### src/rtl/stc_sparse_encoder.sv
// stc_sparse_encoder
// Compresses one dense line of N_IN elements into beats of up to N_OUT
// (value, index) pairs for the sparse tensor core operand path. Holds one
// line at a time; emits max(1, ceil(nnz/N_OUT)) beats per line.
//
// Ports
//   clk, reset      : clock, async active-low reset
//   in_valid/ready  : dense line handshake; in_data element i at [i*DW_DATA +: DW_DATA]
//   out_valid/ready : beat handshake
//   out_val         : lane k value at [k*DW_DATA +: DW_DATA]
//   out_idx         : lane k element index at [k*DW_IDX +: DW_IDX] (stc_crossbar packing)
//   out_mask        : lane k holds a real nonzero
//   out_last        : final beat of the line

// One lane of the beat selector: picks the lowest pending element and
// hands the remaining pending set to the next lane.
module stc_enc_lane #(
  parameter int N_IN   = 32,
  parameter int DW_IDX = 5
) (
  input  logic [N_IN-1:0]   pend_in,
  output logic              hit,
  output logic [DW_IDX-1:0] idx,
  output logic [N_IN-1:0]   pend_out
);
  always_comb begin
    hit = |pend_in;
    idx = '0;
    for (int i = N_IN-1; i >= 0; i--)
      if (pend_in[i]) idx = DW_IDX'(i);
    // clear the lowest set bit
    pend_out = pend_in & (pend_in - N_IN'(1));
  end
endmodule

module stc_sparse_encoder #(
  parameter int N_IN    = 32,
  parameter int N_OUT   = 4,
  parameter int DW_DATA = 8,
  parameter int DW_IDX  = 5
) (
  input  logic                      clk,
  input  logic                      reset,
  input  logic                      in_valid,
  output logic                      in_ready,
  input  logic [N_IN*DW_DATA-1:0]   in_data,
  output logic                      out_valid,
  input  logic                      out_ready,
  output logic [N_OUT*DW_DATA-1:0]  out_val,
  output logic [N_OUT*DW_IDX-1:0]   out_idx,
  output logic [N_OUT-1:0]          out_mask,
  output logic                      out_last
);
  typedef enum logic {IDLE, EMIT} state_t;

  state_t                         state, state_nxt;
  logic [N_IN-1:0][DW_DATA-1:0]   line_buf, in_line;
  logic [N_IN-1:0]                pend, in_nz;
  logic [N_OUT:0][N_IN-1:0]       chain;
  logic                           last;

  assign in_line = in_data;

  for (genvar i = 0; i < N_IN; i++) begin : g_nz
    assign in_nz[i] = |in_line[i];
  end

  // Lanes peel off pending bits lowest-first, so lane order equals index order.
  assign chain[0] = pend;
  for (genvar k = 0; k < N_OUT; k++) begin : g_lane
    logic              hit;
    logic [DW_IDX-1:0] idx;
    stc_enc_lane #(.N_IN(N_IN), .DW_IDX(DW_IDX)) u_lane (
      .pend_in  (chain[k]),
      .hit      (hit),
      .idx      (idx),
      .pend_out (chain[k+1])
    );
    assign out_val[k*DW_DATA +: DW_DATA] = hit ? line_buf[idx] : '0;
    assign out_idx[k*DW_IDX +: DW_IDX]   = idx;
    assign out_mask[k]                   = hit;
  end

  // Nothing left after this beat's lanes means it is the last one; an
  // all-zero line therefore gives a single empty last beat.
  assign last      = (state == EMIT) && (chain[N_OUT] == '0);
  assign out_last  = last;
  assign out_valid = (state == EMIT);
  assign in_ready  = (state == IDLE);

  always_comb begin
    state_nxt = state;
    case (state)
      IDLE: if (in_valid)          state_nxt = EMIT;
      EMIT: if (out_ready && last) state_nxt = IDLE;
      default:                     state_nxt = IDLE;
    endcase
  end

  always_ff @(posedge clk or negedge reset) begin
    if (!reset) begin
      state    <= IDLE;
      pend     <= '0;
      line_buf <= '0;
    end else begin
      state <= state_nxt;
      if (state == IDLE && in_valid) begin
        line_buf <= in_line;
        pend     <= in_nz;
      end else if (state == EMIT && out_ready) begin
        pend <= chain[N_OUT];
      end
    end
  end
endmodule
### config.mk
export PLATFORM = sky130hd
export DESIGN_NAME = stc_sparse_encoder
export DESIGN_NICKNAME = d
export VERILOG_FILES = /design/src/rtl/stc_sparse_encoder.sv
export SDC_FILE = /design/constraint.sdc
export NUM_CORES = 1
export LEC_CHECK = 0
export BUFFER_PORTS_ARGS = -buffer_cell sky130_fd_sc_hd__buf_2
export CORE_MARGIN = 3
export CORE_UTILIZATION = 38
export DETAILED_ROUTE_END_ITERATION = 12
export GPL_TIMING_DRIVEN = 0
export PLACE_DENSITY_LB_ADDON = 0.15
export SLEW_MARGIN = 30
export SYNTH_ARGS = -nofsm -noshare
export SYNTH_HDL_FRONTEND = slang
export SYNTH_HIERARCHICAL = 1
export SYNTH_SLANG_ARGS = --single-unit
### constraint.sdc
create_clock -name clk -period 9.5 [get_ports clk]
set_input_delay 1.9 -clock clk [delete_from_list [all_inputs] [get_ports clk]]
set_output_delay 1.9 -clock clk [all_outputs]
set_load 0.01 [all_outputs]
# Yosys cells after proc, flatten, opt, wreduce, memory -nomap -nowiden

Cells that the tools add are included.

Bits of input ports: 260
Bits in registers: 289

Reductions and logical operators: 42
$add $sub $neg: 4
$lt $le $gt $ge: 4
Bitwise gates (word level): 5
Muxes and demuxes: 145

Operators by type and width:

| cell                    | count |
|---|---|
| $mux W5                 | 128 |
| $reduce_or A8 Y1        | 32 |
| $bmux W8 S5             | 4 |
| $and A32 B32 Y32        | 4 |
| $reduce_or A32 Y1       | 4 |
| $sub A32 B1 Y32 const B | 4 |
| $mux W32                | 2 |
| $mux W8                 | 8 |
| $logic_not A32 Y1       | 1 |
| $lt A5 B6 Y1 const B    | 4 |
| $logic_and A1 B1 Y1     | 4 |
| $mux W1                 | 2 |
| $pmux W1 S2             | 1 |
| $reduce_bool A2 Y1      | 1 |
| $not A1 Y1              | 1 |

# Logic depth before layout (Yosys ltp)

Gate-level depths: netlist of the first run.

Depth in word-level cells: 41
Mapped depth: 26

# Modules after synthesis

The synthesis of the first run kept the hierarchy.

By module, submodules not included:

| module             | area each (µm²) | times used | sequential area each (µm²) | cells each |
|---|---|---|---|---|
| stc_sparse_encoder | 20,173.1        | 1          | 7,231.9                    | 1,956 |
| stc_enc_lane       | 688.2           | 4          | 0.0                        | 108 |

# Least setup slack after synthesis of the first run

OpenSTA, ideal clock, no wires.

Kind: register -> output
From: register pend[4]
To: output port out_val[26]
Data arrival time: 6.724 ns
Data required time: 7.600 ns
Stages on the path, launching flop included: 22
Path buffers: 2
Setup slack: 0.876 ns
Cell sequence: dfrtp_1 nor4_4 nand3_4 or3_1 o41a_1 nor4_1 and3_1 nand2_2 o41a_1 or4_1 clkbuf_1 o41a_1 nor3b_1 nor3_1 o31ai_1 o2111ai_1 a221oi_1 buf_4 mux4_2 mux2_2 o221ai_1 a31oi_1

RTL lines:

| element                | RTL line | RTL |
|---|---|---|
| start, declared        | 58       | `logic [N_IN-1:0] pend, in_nz;` |
| start signal, assigned | 109      | `pend <= in_nz;` |
| start signal, assigned | 111      | `pend <= chain[N_OUT];` |
| end, declared          | 49       | `output logic [N_OUT*DW_DATA-1:0] out_val,` |

==> flow_summary.ini, run 1 <==
[timing]
fin_crit_ns = 9.41
setup_viol = 0
fmax_mhz = 106
skew_ns = 0.0152
hold_viol_final = 0
maxSlewViolCount = 0
tightest_slew_ns = 1.03
slew_headroom_pct = 31.5
post-route-period-util_pct = 99.1

[logic_synthesis]
synth_top_area_share_pct = 31.5
syn_avg_cell_area_um2 = 9.60
syn-num-nets = 2648
synthArstFlopShare_pct = 100
ys_seq_area_share_pct = 31.5
ys_ff_latch = 289
synthDistinctLibCells = 54
yosysTopAreaCell = dfrtp_1
synth_commonest_cells = nand2_1, dfrtp_1, mux4_2, a21oi_1, nor4_1
yosysMostFrequentCell = nand2_1
synth_edf_count = 0
synth_cells = 2388
synth_area_um2 = 22900
synth.top_cells.by_area = dfrtp_1, mux4_2, nand2_1
ys_warn_count = 6
synth-main-ff-cell = dfrtp_1

[global_routing]
grt_pass1_vias = 21800
antenna_found_initial = 2
grt_max_degree = 87
grt_usage_pct = 32.6
grt_pass1_wl_um = 150000
overflow = 0

[clocking]
cts_max_level = 2
clkSinkCount = 289
cts_tree = built
root_buffer = clkbuf_16
worst_skew_pair.late_latency_ns = 0.56
clkSlewWorstSetupHoldPaths_ns = 0.06
cts.path.max_buffers = 3
cts_buffers = 36

[drt]
num_vias = 22700
first_pass_iters = 6
drc = 0
postRouteAntennaNets = 0
drt-initial-drc-count = 2418
totalWireLength_um = 106000
routedWlPerCell_um = 29.6
via_per_inst = 6.36

[worst_hold_path]
hold_path.class = flip-flop to flip-flop

[worst_setup_path]
crit_path_start_kind = flip-flop
slowest_stage = nor2b_1
required_ns = 7.60
end_kind = primary output
critical_path.top_delay_family = simple AND/OR/NAND/NOR gates
path_cells = nor4_4 -> nand3_4 -> or3_4 -> o41a_1 -> nor4_4 -> and3_4 -> nand2_4 -> o41a_1 -> or4_4 -> o31a_1 -> o311ai_2 -> a311oi_1 -> o311a_1 -> o21ai_2 -> buf_4 -> buf_8 -> nor2b_1 -> a221oi_1 -> o21ai_0 -> a31oi_2 -> buf_2
crit_arrival_ns = 7.51
path_buf_inv = 3
max_stage_delay_ns = 0.69
critical_path_class = flip-flop to primary output
critPathMaxFanout = 10

[job]
maxCapViolCount = 0

[floorplan]
start_util_pct = 38.6
die_w_um = 252
dieHeight_um = 252
core_area_um2 = 59400
num_rows = 89
ios = 319
die_area_um2 = 63300

[run_status]
status = complete, no violations

[place]
gp_congestion = 1.06
hpwlAfterDp_um = 84100
portBuffers = 318

[layout]
post-route-util_pct = 46.2
n_antenna_cell = 0
drive_gt1_share_pct = 30.2
area_growth_pct = 19.5
fin_nets = 3035
layout by cell type, fill, tap and decap left out, types with 8 or more instances in the layout:
cell	netlist	routed
mux4_1	58	58
buf_8	2	10
and2_1	28	28
buf_2	45	358
a221oi_1	17	14
nor3_1	22	21
clkbuf_1	63	65
o21a_1	28	28
o21ai_0	55	52
o41a_1	16	16
mux4_2	183	183
o31a_1	20	20
or2_2	14	14
buf_1	16	13
a2111oi_0	8	8
clkbuf_16	0	38
clkbuf_8	0	10
inv_1	29	29
a21oi_1	96	94
nand2_1	830	829
or3_1	12	11
nor2b_1	18	18
o221ai_1	32	24
buf_6	10	16
nand2b_1	13	13
a22oi_1	31	25
nand2_2	8	8
nor4_1	87	81
a31oi_1	39	34
mux2_2	71	71
dfrtp_1	289	287
nor2_1	75	71
mux2i_1	42	42
buf_4	35	56
state kept, by name, indices dropped and copies added, names as in the netlist:
signal     cells
out_valid      1
line_buf     256
pend          32
through the flow:
step	cell area [um2]	setup slack, ns	std cells	hold WS, ns	TNS, ns
global route	27400	-0.0380	3573	0.565	-0.0831
finish	27400	0.0887	3573	0.542	0
global placement	25500	-1.27	3479	0.517	-10.64
floorplan	22900	0.876	2388	0.482	0
detailed placement	25600	-0.368	3487	0.529	-2.67
CTS	27100	-0.00341	3562	0.544	-0.00341
final timing paths:
| path | end | slack (ns) | startpoint | cells past startpoint |
|---|---|---|---|---|
| worst max-delay path | out_val[31] | 0.09 | pend[1] | 21 |
| worst min-delay path | line_buf[216] | 0.54 | line_buf[216] | 2 |
| worst max register to register | out_valid | 3.23 | pend[1] | 20 |
| worst min register to register | line_buf[216] | 0.54 | line_buf[216] | 2 |
| max in group asynchronous | pend[22] | 7.01 | reset | 3 |
| min in group asynchronous | line_buf[51] | 1.30 | reset | 1 |
worst register-to-register path, stage by stage, from the launching register on:
cell      delay (ns)
dfrtp_2         0.45
nor4_4          0.40
nand3_4         0.18
nor3_1          0.22
a21boi_1        0.19
nor4_2          0.30
nand4_1         0.19
or3_1           0.37
o21a_1          0.22
nor2_1          0.14
nand2_1         0.15
or3_1           0.38
o41a_1          0.43
nor4_1          0.57
and3_1          0.36
nand2_2         0.14
o31a_1          0.33
nor4_1          0.40
nand4_1         0.15
nor3_1          0.45
a21oi_1         0.13
area by class of cell:
type / count / area (um2)
Fill cell: 5705 / 31900
Multi-Input combinational cell: 1895 / 14900
Sequential cell: 289 / 7230
Timing Repair Buffer: 354 / 1950
Clock buffer: 53 / 1090
Buffer: 168 / 1060
Tap cell: 773 / 967
Inverter: 31 / 116
Clock inverter: 10 / 68.8
logic make-up (layout without fill, tap and decap cells):
logic type / count (synthesis) / after routing / synth area share (%)
DFF: 289 / 289 / 31.5
muxes: 354 / 354 / 29.9
AOI/OAI and AO/OA: 396 / 396 / 11.9
other: 4 / 4 / 0.0655
buffers and inverters: 204 / 616 / 4.73
and+or+nand+nor: 1141 / 1141 / 21.8
routing by layer:
metal	vias up	GRT usage (%)	wire, um
met5	-	0	13
met4	2	13.8	5240
met3	238	7.30	11000
met2	1405	51.4	48100
met1	11400	43.6	41500
li1	9685	-	-
timing repair:
action                                 in CTS  in global routing
gates cloned                                0                  1
gates resized for setup                    51                 43
setup endpoints to repair                  14                 14
hold buffers                                0                  0
pin swaps                                  11                 18
buffers inserted                           12                 15
endpoints found under the hold margin       0                  0
Power of run 1 is not shown: default switching activity piles up to over one toggle a cycle in this logic, so the estimate is an artifact.
==> run 2: changes to the inputs <==
- ABC_AREA: unset -> 1
- PLACE_DENSITY: unset -> 0.52
- PLACE_DENSITY_LB_ADDON: 0.15 -> unset
==> flow_summary.ini, run 2 <==
[run_status]
status = complete, no violations

[drt]
via_per_inst = 5.92
first_pass_iters = 7
drc = 0
drt-initial-drc-count = 5145
totalWireLength_um = 166000
postRouteAntennaNets = 0
num_vias = 34400
routedWlPerCell_um = 28.6

[logic_synthesis]
synthDistinctLibCells = 31
synth-main-ff-cell = dfrtp_1
ys_seq_area_share_pct = 28.3
ys_ff_latch = 289
synth_top_area_share_pct = 31.9
syn-num-nets = 4781
synth.top_cells.by_area = nand2_1, dfrtp_1, nand3_1
synth_cells = 4521
synth_area_um2 = 25600
yosysTopAreaCell = nand2_1
syn_avg_cell_area_um2 = 5.66
ys_warn_count = 6
synthArstFlopShare_pct = 100
synth_edf_count = 0
synth_commonest_cells = nand2_1, nand3_1, nor2_1, dfrtp_1, inv_1
yosysMostFrequentCell = nand2_1

[clocking]
cts.path.max_buffers = 3
cts_max_level = 2
ctsHoldBuffers = 0
clkSinkCount = 289
worst_skew_pair.late_latency_ns = 0.56
cts_tree = built
cts_buffers = 36
root_buffer = clkbuf_16
clkSlewWorstSetupHoldPaths_ns = 0.06

[global_routing]
grt_usage_pct = 45.1
overflow = 0
grt_max_degree = 84
grt_pass1_wl_um = 226000
grt_pass1_vias = 31300
antenna_found_initial = 7

[layout]
fillers = 7362
final_cell_mix = nand2_1, nand3_1, buf_2
post-route-util_pct = 47.0
area_growth_pct = 21.8
final_common_cell = nand2_1
regMostFlops = line_buf
fin_nets = 5183
drive_gt1_share_pct = 18.2
largest_reg_flops = 256

[timing]
skew_ns = 0.0106
hold_viol_final = 0
slew_headroom_pct = 25.8
tightest_slew_ns = 1.11
fmax_mhz = 107
rsz0062_at_grt = true
post-route-period-util_pct = 98.7
maxSlewViolCount = 0
setup_slack_ns = 0.120
setup_viol = 0
fin_crit_ns = 9.38

[place]
portBuffers = 318
dp_slack_ns = -0.757
gp_congestion = 1.13
hpwlAfterDp_um = 130000

[floorplan]
num_rows = 94
die_area_um2 = 70500
core_area_um2 = 66200
die_w_um = 265
start_util_pct = 38.6
dieHeight_um = 265
ios = 319

[worst_setup_path]
crit_arrival_ns = 7.48
critPathMaxFanout = 11
critical_path_class = flip-flop to primary output
crit_path_start_kind = flip-flop
cp-startpoint = pend[3]
slowest_stage = buf_2
r2r_start = pend[3]
max_stage_delay_ns = 0.64
required_ns = 7.60
end_kind = primary output
r2r_slack_ns = 3.49

[worst_hold_path]
hp-start = pend[9]
hold_path.class = flip-flop to flip-flop

[job]
maxCapViolCount = 0
==> run 2: changes by cell type in the layout (fill, tap and decap cells not counted), sizes merged, moves of 31 or more <==
cell / change
nand2: +1336
nand3: +707
inv: +249
mux4: -241
nor2: +235
buf: +121
o21ai: +75
mux2: -71
mux2i: -42
nor4: -35
o221ai: -32
a22oi: -31
==> run 2: final cells by class <==
| class | instances | area (um2) | area share, % |
|---|---|---|---|
| inverter | 302 | 1160 | 3.73 |
| timing repair inverter | 1 | 8.76 | 0.0281 |
| antenna | 3 | 7.51 | 0.0241 |
| buffer | 284 | 1940 | 6.23 |
| sequential | 289 | 7240 | 23.2 |
| clock inverter | 15 | 195 | 0.627 |
| timing repair buffer | 363 | 2170 | 6.97 |
| multi-input combinational | 3646 | 16300 | 52.4 |
| clock buffer | 48 | 1040 | 3.33 |
| tap | 864 | 1080 | 3.47 |
==> run 2: path summary, 6_finish.rpt <==
check,cells after the start,endpoint
setup / recovery,43,out_val[29]
min in group asynchronous,1,line_buf[153]
hold reg to reg,2,pend[9]
setup reg to reg,36,out_valid
max in group asynchronous,3,pend[4]
hold / removal,2,pend[9]
==> run 2: what timing repair did <==
| item | in CTS | in global routing |
|---|---|---|
| pin swaps | 11 | 63 |
| buffers inserted | 4 | 29 |
| resized for setup | 65 | 212 |
| gates cloned | 0 | 10 |
| setup endpoints to repair | 16 | 15 |
==> run 2: worst max-delay path: cells and delay by family (launching register included) <==
| kind | cells | cell delay (ns) |
|---|---|---|
| AO/OA/AOI/OAI | 4 | 0.58 |
| AND/OR/NAND/NOR | 24 | 3.38 |
| flip-flops | 1 | 0.40 |
| buffers and inverters | 15 | 2.53 |
==> run 2: cell families after synthesis <==
| group | count (synthesis) | synth area share (%) |
|---|---|---|
| other | 4 | 0.0587 |
| AO/OA/AOI/OAI | 326 | 7.01 |
| buffers and inverters | 586 | 11.2 |
| flip-flops | 289 | 28.3 |
| AND/OR/NAND/NOR | 3316 | 53.4 |
==> run 2: metal layers <==
metal	global-route usage, %	routed length, um
met5	0	24
met3	16.9	22800
met2	65.8	67200
met1	56.3	62900
met4	27.8	13100
==> run 2: through the flow <==
| step | hold slack [ns] | cells | cell area (um2) | setup TNS, ns |
|---|---|---|---|---|
| floorplan | 0.471 | 4521 | 25600 | 0 |
| global placement | 0.498 | 5703 | 28300 | -5.31 |
| detailed placement | 0.499 | 5706 | 28300 | -5.37 |
| CTS | 0.518 | 5773 | 29900 | 0 |
| global route | 0.557 | 5812 | 31100 | -1.13 |
| finish | 0.520 | 5815 | 31100 | 0 |
Power of run 2 is left out for the same reason.
